### src/rtl/mult_div_unit.sv
// mult_div_unit: iterative 32-bit multiply/divide engine feeding the HI/LO register file.
//
// One operation is accepted in IDLE, iterated for ITER cycles in RUN and presented in the
// single DONE cycle. Exactly one strobe (WriteEn, Madd or Msub) is high during DONE.
//
// Ports:
//   Clk     in   system clock, rising edge
//   Rst     in   asynchronous active-high reset
//   Start   in   operation request, sampled only in IDLE
//   Op      in   3'b000 MULT, 001 MULTU, 010 DIV, 011 DIVU, 100 MADD, 101 MSUB
//   A       in   rs operand (multiplicand / dividend)
//   B       in   rt operand (multiplier / divisor)
//   HiData  out  product[63:32] or remainder, held until the next DONE
//   LoData  out  product[31:0] or quotient, held until the next DONE
//   WriteEn out  one-cycle strobe: overwrite HI/LO
//   Madd    out  one-cycle strobe: accumulate-add into HI/LO
//   Msub    out  one-cycle strobe: accumulate-subtract from HI/LO
//   Busy    out  high whenever the FSM is not in IDLE
module mult_div_unit #(
  parameter int unsigned ITER = 32
) (
  input  logic        Clk,
  input  logic        Rst,
  input  logic        Start,
  input  logic [2:0]  Op,
  input  logic [31:0] A,
  input  logic [31:0] B,
  output logic [31:0] HiData,
  output logic [31:0] LoData,
  output logic        WriteEn,
  output logic        Madd,
  output logic        Msub,
  output logic        Busy
);

  localparam logic [2:0] OpMult  = 3'b000;
  localparam logic [2:0] OpMultu = 3'b001;
  localparam logic [2:0] OpDiv   = 3'b010;
  localparam logic [2:0] OpDivu  = 3'b011;
  localparam logic [2:0] OpMadd  = 3'b100;
  localparam logic [2:0] OpMsub  = 3'b101;

  localparam logic [5:0] LastCnt = 6'(ITER - 1);

  typedef enum logic [1:0] {StIdle, StRun, StDone} state_t;

  state_t      state_q;
  logic [5:0]  cnt_q;
  logic [2:0]  op_q;
  logic [63:0] acc_q;      // multiply: {partial hi, multiplier}; divide: {remainder, quotient}
  logic [31:0] mcand_q;    // multiplicand magnitude or divisor magnitude
  logic [31:0] a_raw_q;    // raw dividend, returned as HI on divide-by-zero
  logic        neg_lo_q;   // negate product / quotient at fix-up
  logic        neg_hi_q;   // negate remainder at fix-up
  logic        div_zero_q;

  // Operand conditioning at acceptance.
  logic        op_valid, in_signed, in_div;
  logic [31:0] mag_a, mag_b;

  always_comb begin
    op_valid  = !(Op[2] && Op[1]);
    in_signed = (Op == OpMult) || (Op == OpDiv) || (Op == OpMadd) || (Op == OpMsub);
    in_div    = (Op == OpDiv) || (Op == OpDivu);
    mag_a     = (in_signed && A[31]) ? 32'd0 - A : A;
    mag_b     = (in_signed && B[31]) ? 32'd0 - B : B;
  end

  // One iteration of either algorithm.
  logic        is_div;
  logic [32:0] mul_sum;
  logic [63:0] mul_next;
  logic [32:0] div_trial;
  logic [32:0] div_diff;
  logic        div_ge;
  logic [63:0] div_next;
  logic [63:0] acc_step;
  logic        unused_diff_msb;

  always_comb begin
    is_div    = (op_q == OpDiv) || (op_q == OpDivu);
    // Shift-add: add multiplicand into the high half when the current multiplier LSB is set,
    // then shift the whole accumulator right, keeping the carry.
    mul_sum   = {1'b0, acc_q[63:32]} + (acc_q[0] ? {1'b0, mcand_q} : 33'd0);
    mul_next  = {mul_sum, acc_q[31:1]};
    // Restoring divide: shift the next dividend bit into the remainder and subtract if it fits.
    // A zero divisor always "fits", which leaves the dividend in HI and all ones in LO.
    div_trial = {acc_q[63:32], acc_q[31]};
    div_ge    = div_trial >= {1'b0, mcand_q};
    div_diff  = div_trial - {1'b0, mcand_q};
    unused_diff_msb = div_diff[32];
    div_next  = {(div_ge ? div_diff[31:0] : div_trial[31:0]), acc_q[30:0], div_ge};
    acc_step  = is_div ? div_next : mul_next;
  end

  // Sign fix-up of the final iteration's result.
  logic [63:0] prod_fix;
  logic [31:0] quo_fix, rem_fix;
  logic [31:0] hi_fix, lo_fix;

  always_comb begin
    prod_fix = neg_lo_q ? 64'd0 - acc_step : acc_step;
    quo_fix  = neg_lo_q ? 32'd0 - acc_step[31:0] : acc_step[31:0];
    rem_fix  = neg_hi_q ? 32'd0 - acc_step[63:32] : acc_step[63:32];
    if (!is_div) begin
      hi_fix = prod_fix[63:32];
      lo_fix = prod_fix[31:0];
    end else if (div_zero_q) begin
      hi_fix = a_raw_q;
      lo_fix = 32'hFFFF_FFFF;
    end else begin
      hi_fix = rem_fix;
      lo_fix = quo_fix;
    end
  end

  always_ff @(posedge Clk or posedge Rst) begin
    if (Rst) begin
      state_q    <= StIdle;
      cnt_q      <= 6'd0;
      op_q       <= OpMult;
      acc_q      <= 64'd0;
      mcand_q    <= 32'd0;
      a_raw_q    <= 32'd0;
      neg_lo_q   <= 1'b0;
      neg_hi_q   <= 1'b0;
      div_zero_q <= 1'b0;
      HiData     <= 32'd0;
      LoData     <= 32'd0;
      WriteEn    <= 1'b0;
      Madd       <= 1'b0;
      Msub       <= 1'b0;
      Busy       <= 1'b0;
    end else begin
      WriteEn <= 1'b0;
      Madd    <= 1'b0;
      Msub    <= 1'b0;
      case (state_q)
        StIdle: begin
          if (Start && op_valid) begin
            state_q    <= StRun;
            Busy       <= 1'b1;
            cnt_q      <= 6'd0;
            op_q       <= Op;
            a_raw_q    <= A;
            div_zero_q <= in_div && (B == 32'd0);
            neg_lo_q   <= in_signed && (A[31] ^ B[31]);
            neg_hi_q   <= in_signed && A[31];
            if (in_div) begin
              acc_q   <= {32'd0, mag_a};
              mcand_q <= mag_b;
            end else begin
              acc_q   <= {32'd0, mag_b};
              mcand_q <= mag_a;
            end
          end
        end
        StRun: begin
          acc_q <= acc_step;
          cnt_q <= cnt_q + 6'd1;
          if (cnt_q == LastCnt) begin
            state_q <= StDone;
            HiData  <= hi_fix;
            LoData  <= lo_fix;
            WriteEn <= (op_q == OpMult) || (op_q == OpMultu) ||
                       (op_q == OpDiv) || (op_q == OpDivu);
            Madd    <= (op_q == OpMadd);
            Msub    <= (op_q == OpMsub);
          end
        end
        StDone: begin
          state_q <= StIdle;
          Busy    <= 1'b0;
        end
        default: begin
          state_q <= StIdle;
          Busy    <= 1'b0;
        end
      endcase
    end
  end

endmodule

### config.mk
export PLATFORM = sky130hd
export DESIGN_NAME = mult_div_unit
export DESIGN_NICKNAME = d
export VERILOG_FILES = /design/src/rtl/mult_div_unit.sv
export SDC_FILE = /design/constraint.sdc
export NUM_CORES = 1
export LEC_CHECK = 0
export ABC_AREA = 0
export BUFFER_PORTS_ARGS = -buffer_cell sky130_fd_sc_hd__buf_2
export CORE_ASPECT_RATIO = 1.75
export CORE_MARGIN = 2
export CORE_UTILIZATION = 30
export DETAILED_ROUTE_END_ITERATION = 12
export PLACE_DENSITY = 0.57
export SLEW_MARGIN = 10
export SYNTH_ARGS = -nofsm -noshare
export SYNTH_HDL_FRONTEND = slang
export SYNTH_SLANG_ARGS = --single-unit
### constraint.sdc
create_clock -name Clk -period 6 [get_ports Clk]
set_clock_uncertainty 0.15 [all_clocks]
set_input_delay 0.3 -clock Clk [delete_from_list [all_inputs] [get_ports Clk]]
set_output_delay 0.3 -clock Clk [all_outputs]
set_load 0.05 [all_outputs]
==> impl_metrics.tcl <==
set metrics [dict create \
    status "finished, final reports clean" \
    start_util_pct 30.3 \
    reg2reg_depth 15 \
    netlist_instances 2254 \
    report.final.slew_viol_count 0 \
    areaGrowthSynthToFinish_pct 17.4 \
    mostFrequentLayoutCells "nand2_1 (320), dfrtp_1 (210), o21ai_0 (189)" \
    r2r-start "acc_q[42]$_DFFE_PP0P_" \
    finalSetupViolations 0 \
    grt_pass1_wl_um 123000 \
    grt_max_degree 90 \
    worstPathRequired_ns 6.26 \
    grt_use_met2_pct 47.6 \
    n_fill_cell 6164 \
    ir_drop_mv 0.302 \
    hp-start "B[11]" \
    chipHeight_um 324 \
    cp.arrival_ns 6.00 \
    viasPerCell 5.75 \
    io_pins 138 \
    clk_latency_ns 0.55 \
    startpoint "acc_q[42]$_DFFE_PP0P_" \
    crit_top_cell "o21ai_0" \
    critPathBufInv 1 \
    vias 18400 \
    comb_power_share_pct 73.3 \
    post-route-period-util_pct 95.5 \
    path_class "flop to flop" \
    synth_edf_count 0 \
    timing.fmax_mhz 174 \
    switching_share_pct 55.4 \
    clk_pin_slew_ns 0.07 \
    cp_top_family "compound AO/OA/AOI/OAI gates" \
    grt_use_met1_pct 27.1 \
    netlist-cell-type-count 93 \
    async_reset_ff_share_pct 100 \
    ctsLongestPathBuffers 3 \
    timing.final.ws_setup_ns 0.268 \
    cp_max_fo 15 \
    antenna_found_initial 2 \
    dpl_worst_slack_ns 0.348 \
    drcViolationCount 0 \
    numPortBuffers 137 \
    dr.pass1.iters 6 \
    final_cell_area_um2 20700 \
    crit_slowest_cell "a311oi_4" \
    hp-class "primary input to flop" \
    h-tree-depth 1 \
    cp-start-kind "flop" \
    utilization_pct 35.5 \
    netlist_area_um2 17600 \
    power_density_nw_per_um2 712 \
    hpwl_um 66100 \
    die_x_um 187 \
    tightest_slew_ns 1.23 \
    p_seq_share_pct 16.5 \
    cts_setup_buffers 0 \
    hold_violations 0 \
    finalSetupTns_ns 0 \
    dieArea_um2 60700 \
    leakage_uw 0.00856 \
    cts_made_buffers 22 \
    worst_path_largest_cell_delay_ns 0.89 \
    ys_seq_elements 210 \
    slew_headroom_pct 15.6 \
    ys_seq_area_share_pct 29.9 \
    grt-ovfl-total 0 \
    rsz0062_at_grt "no" \
    ys_warn_count 0 \
    cts_tree "done" \
    pwr-share-clk_pct 10.2 \
    cts_sinks 210 \
    reg2reg_to "HiData[23]$_DFFE_PP0P_" \
    min_period_ns 5.73 \
    path_cells "ha_2 -> and4_4 -> nand4_2 -> a311o_2 -> a311oi_4 -> o21ai_0 -> a2111oi_0 -> a211o_1 -> nor3_1 -> nand3_1 -> buf_4 -> o21ai_0 -> xor2_1 -> o21ai_0 -> a31oi_1" \
    min_to "acc_q[11]$_DFFE_PP0P_" \
    drv_cap 0 \
    grtUsageTotal_pct 26.9 \
    gp_congestion 1.02 \
    core_um2 58100 \
    grt_use_met3_pct 2.37 \
    synth_nets 2395 \
    reg2reg_setup_slack_ns 0.27 \
    p_switching_uw 8140 \
    rows 117 \
    ant_nets 0 \
    final_common_cell "nand2_1" \
    wl_per_cell_um 26.0 \
    intPower_uw 6560 \
    busiest_layer "met2" \
    hold_depth 3 \
    grt_pass1_vias 18700 \
    drive_above_1_share_pct 13.3 \
    syn_area_per_cell_um2 7.81 \
    root_buffer "clkbuf_16" \
    final_nets 2553 \
    power_uw 14700 \
    cp-end-kind "flop" \
    synthFlopType "dfrtp_1" \
    drt_wl_total_um 83200 \
    dpl-instance-area_um2 19500 \
    drt_iter0_drc 1282 \
]
worst max-delay path by stage:
stage / cells after the start / to
CTS: 16 / HiData[19]$_DFFE_PP0P_
detailed placement: 16 / HiData[19]$_DFFE_PP0P_
finish: 15 / HiData[23]$_DFFE_PP0P_
global placement: 16 / HiData[19]$_DFFE_PP0P_
floorplan: 19 / HiData[28]$_DFFE_PP0P_
global route: 21 / HiData[28]$_DFFE_PP0P_
power groups by stage:
| stage | registers [uW] | logic, uW | clock network (uW) |
|---|---|---|---|
| 6_report | 2430 | 10800 | 1490 |
| 5_1_grt | 2480 | 11500 | 1570 |
| 4_1_cts | 2410 | 10600 | 1510 |
| 3_5_place_dp | 2430 | 10500 | 0 |
| 3_3_place_gp | 2410 | 10500 | 0 |
| 2_1_floorplan | 2250 | 6660 | 0 |
cells by family (layout without fill, tap and decap cells):
family	after synthesis	count (layout)	share of synthesized area [%]
other	0	1	0
AND/OR/NAND/NOR	846	846	22.9
XOR/XNOR	176	176	8.76
AO/OA/AOI/OAI	689	689	25.6
multiplexers	54	54	3.09
buffers and inverters	208	382	4.69
flip-flops	210	210	29.9
adder cells (fa/ha/maj)	71	71	5.13
cell usage after synthesis, drive strengths merged (5+ instances only):
master	instances	area [um^2]
and3	19	119
o21bai	12	90.1
nand3	59	305
dfrtp	210	5260
nand3b	6	45.0
clkbuf	110	413
o22ai	13	81.3
nor3	61	315
xnor2	100	876
or3	28	175
o311ai	5	43.8
o221ai	49	442
and2	42	263
ha	69	863
a211o	8	70.1
o21a	17	128
or2	11	68.8
nand2b	23	144
a211oi	20	168
a221oi	12	140
a21o	23	173
o21ai	192	961
xor2	76	666
or4	7	56.3
nor2b	14	87.6
inv	68	255
a21oi	178	891
nor3b	8	65.1
o211ai	28	210
nor2	179	672
mux2i	51	510
a22oi	6	45.0
nor4	19	134
a22o	8	70.1
nand4	35	240
a31oi	28	181
o31ai	36	275
nand2	321	1200
o41ai	10	87.6
buf	29	154
state kept, by name, summed over array words and instances, names as in the netlist:
register	count
acc_q	64
Madd	1
op_q	3
neg_hi_q	1
div_zero_q	1
HiData	32
state_q	2
cnt_q	6
neg_lo_q	1
a_raw_q	32
Busy	1
WriteEn	1
Msub	1
mcand_q	32
LoData	32
what timing repair did:
action | in CTS | in global routing
hold buffers | 41 | 0
gates resized for setup | 0 | 4
hold endpoints to repair | 81 | 0
setup endpoints to repair | 0 | 6
area by class of cell:
class                           instances  area, um^2  share of cell area, %
Multi-Input combinational cell       1836       11600                   56.0
Inverter                               69         263                   1.27
Antenna cell                            1        2.50                 0.0121
Clock inverter                          7        67.6                  0.327
Tap cell                              773         967                   4.68
Clock buffer                           33         693                   3.36
Sequential cell                       210        5260                   25.4
Timing Repair Buffer                  273        1830                   8.88
metrics by stage:
stage | instances | hold WS [ns]
final | 3202 | 0.0447
after global routing | 3201 | 0.0450
after CTS | 3201 | 0.0347
after detailed placement | 3120 | 0.0829
after global placement | 3120 | 0.0853
after floorplan | 2254 | 0.262
worst reg2reg max path, stage by stage, from the launching register on:
cell,delay [ns]
dfrtp_1,0.47
ha_2,0.49
and4_4,0.30
nand4_2,0.14
a311o_2,0.47
a311oi_4,0.89
o21ai_0,0.27
a2111oi_0,0.85
a211o_1,0.48
nor3_1,0.14
nand3_1,0.18
buf_4,0.17
o21ai_0,0.12
xor2_1,0.22
o21ai_0,0.16
a31oi_1,0.10
metal layers:
layer  part of all wire [%]  vias up  routed length [um]
li1                       -     8484                   -
met1                     34     8908               28500
met2                     49      728               40900
met5                      0        -                   0
met3                    4.2      296                3530
met4                     12        0               10200
No activity file was read; power rests on OpenSTA's default activity.
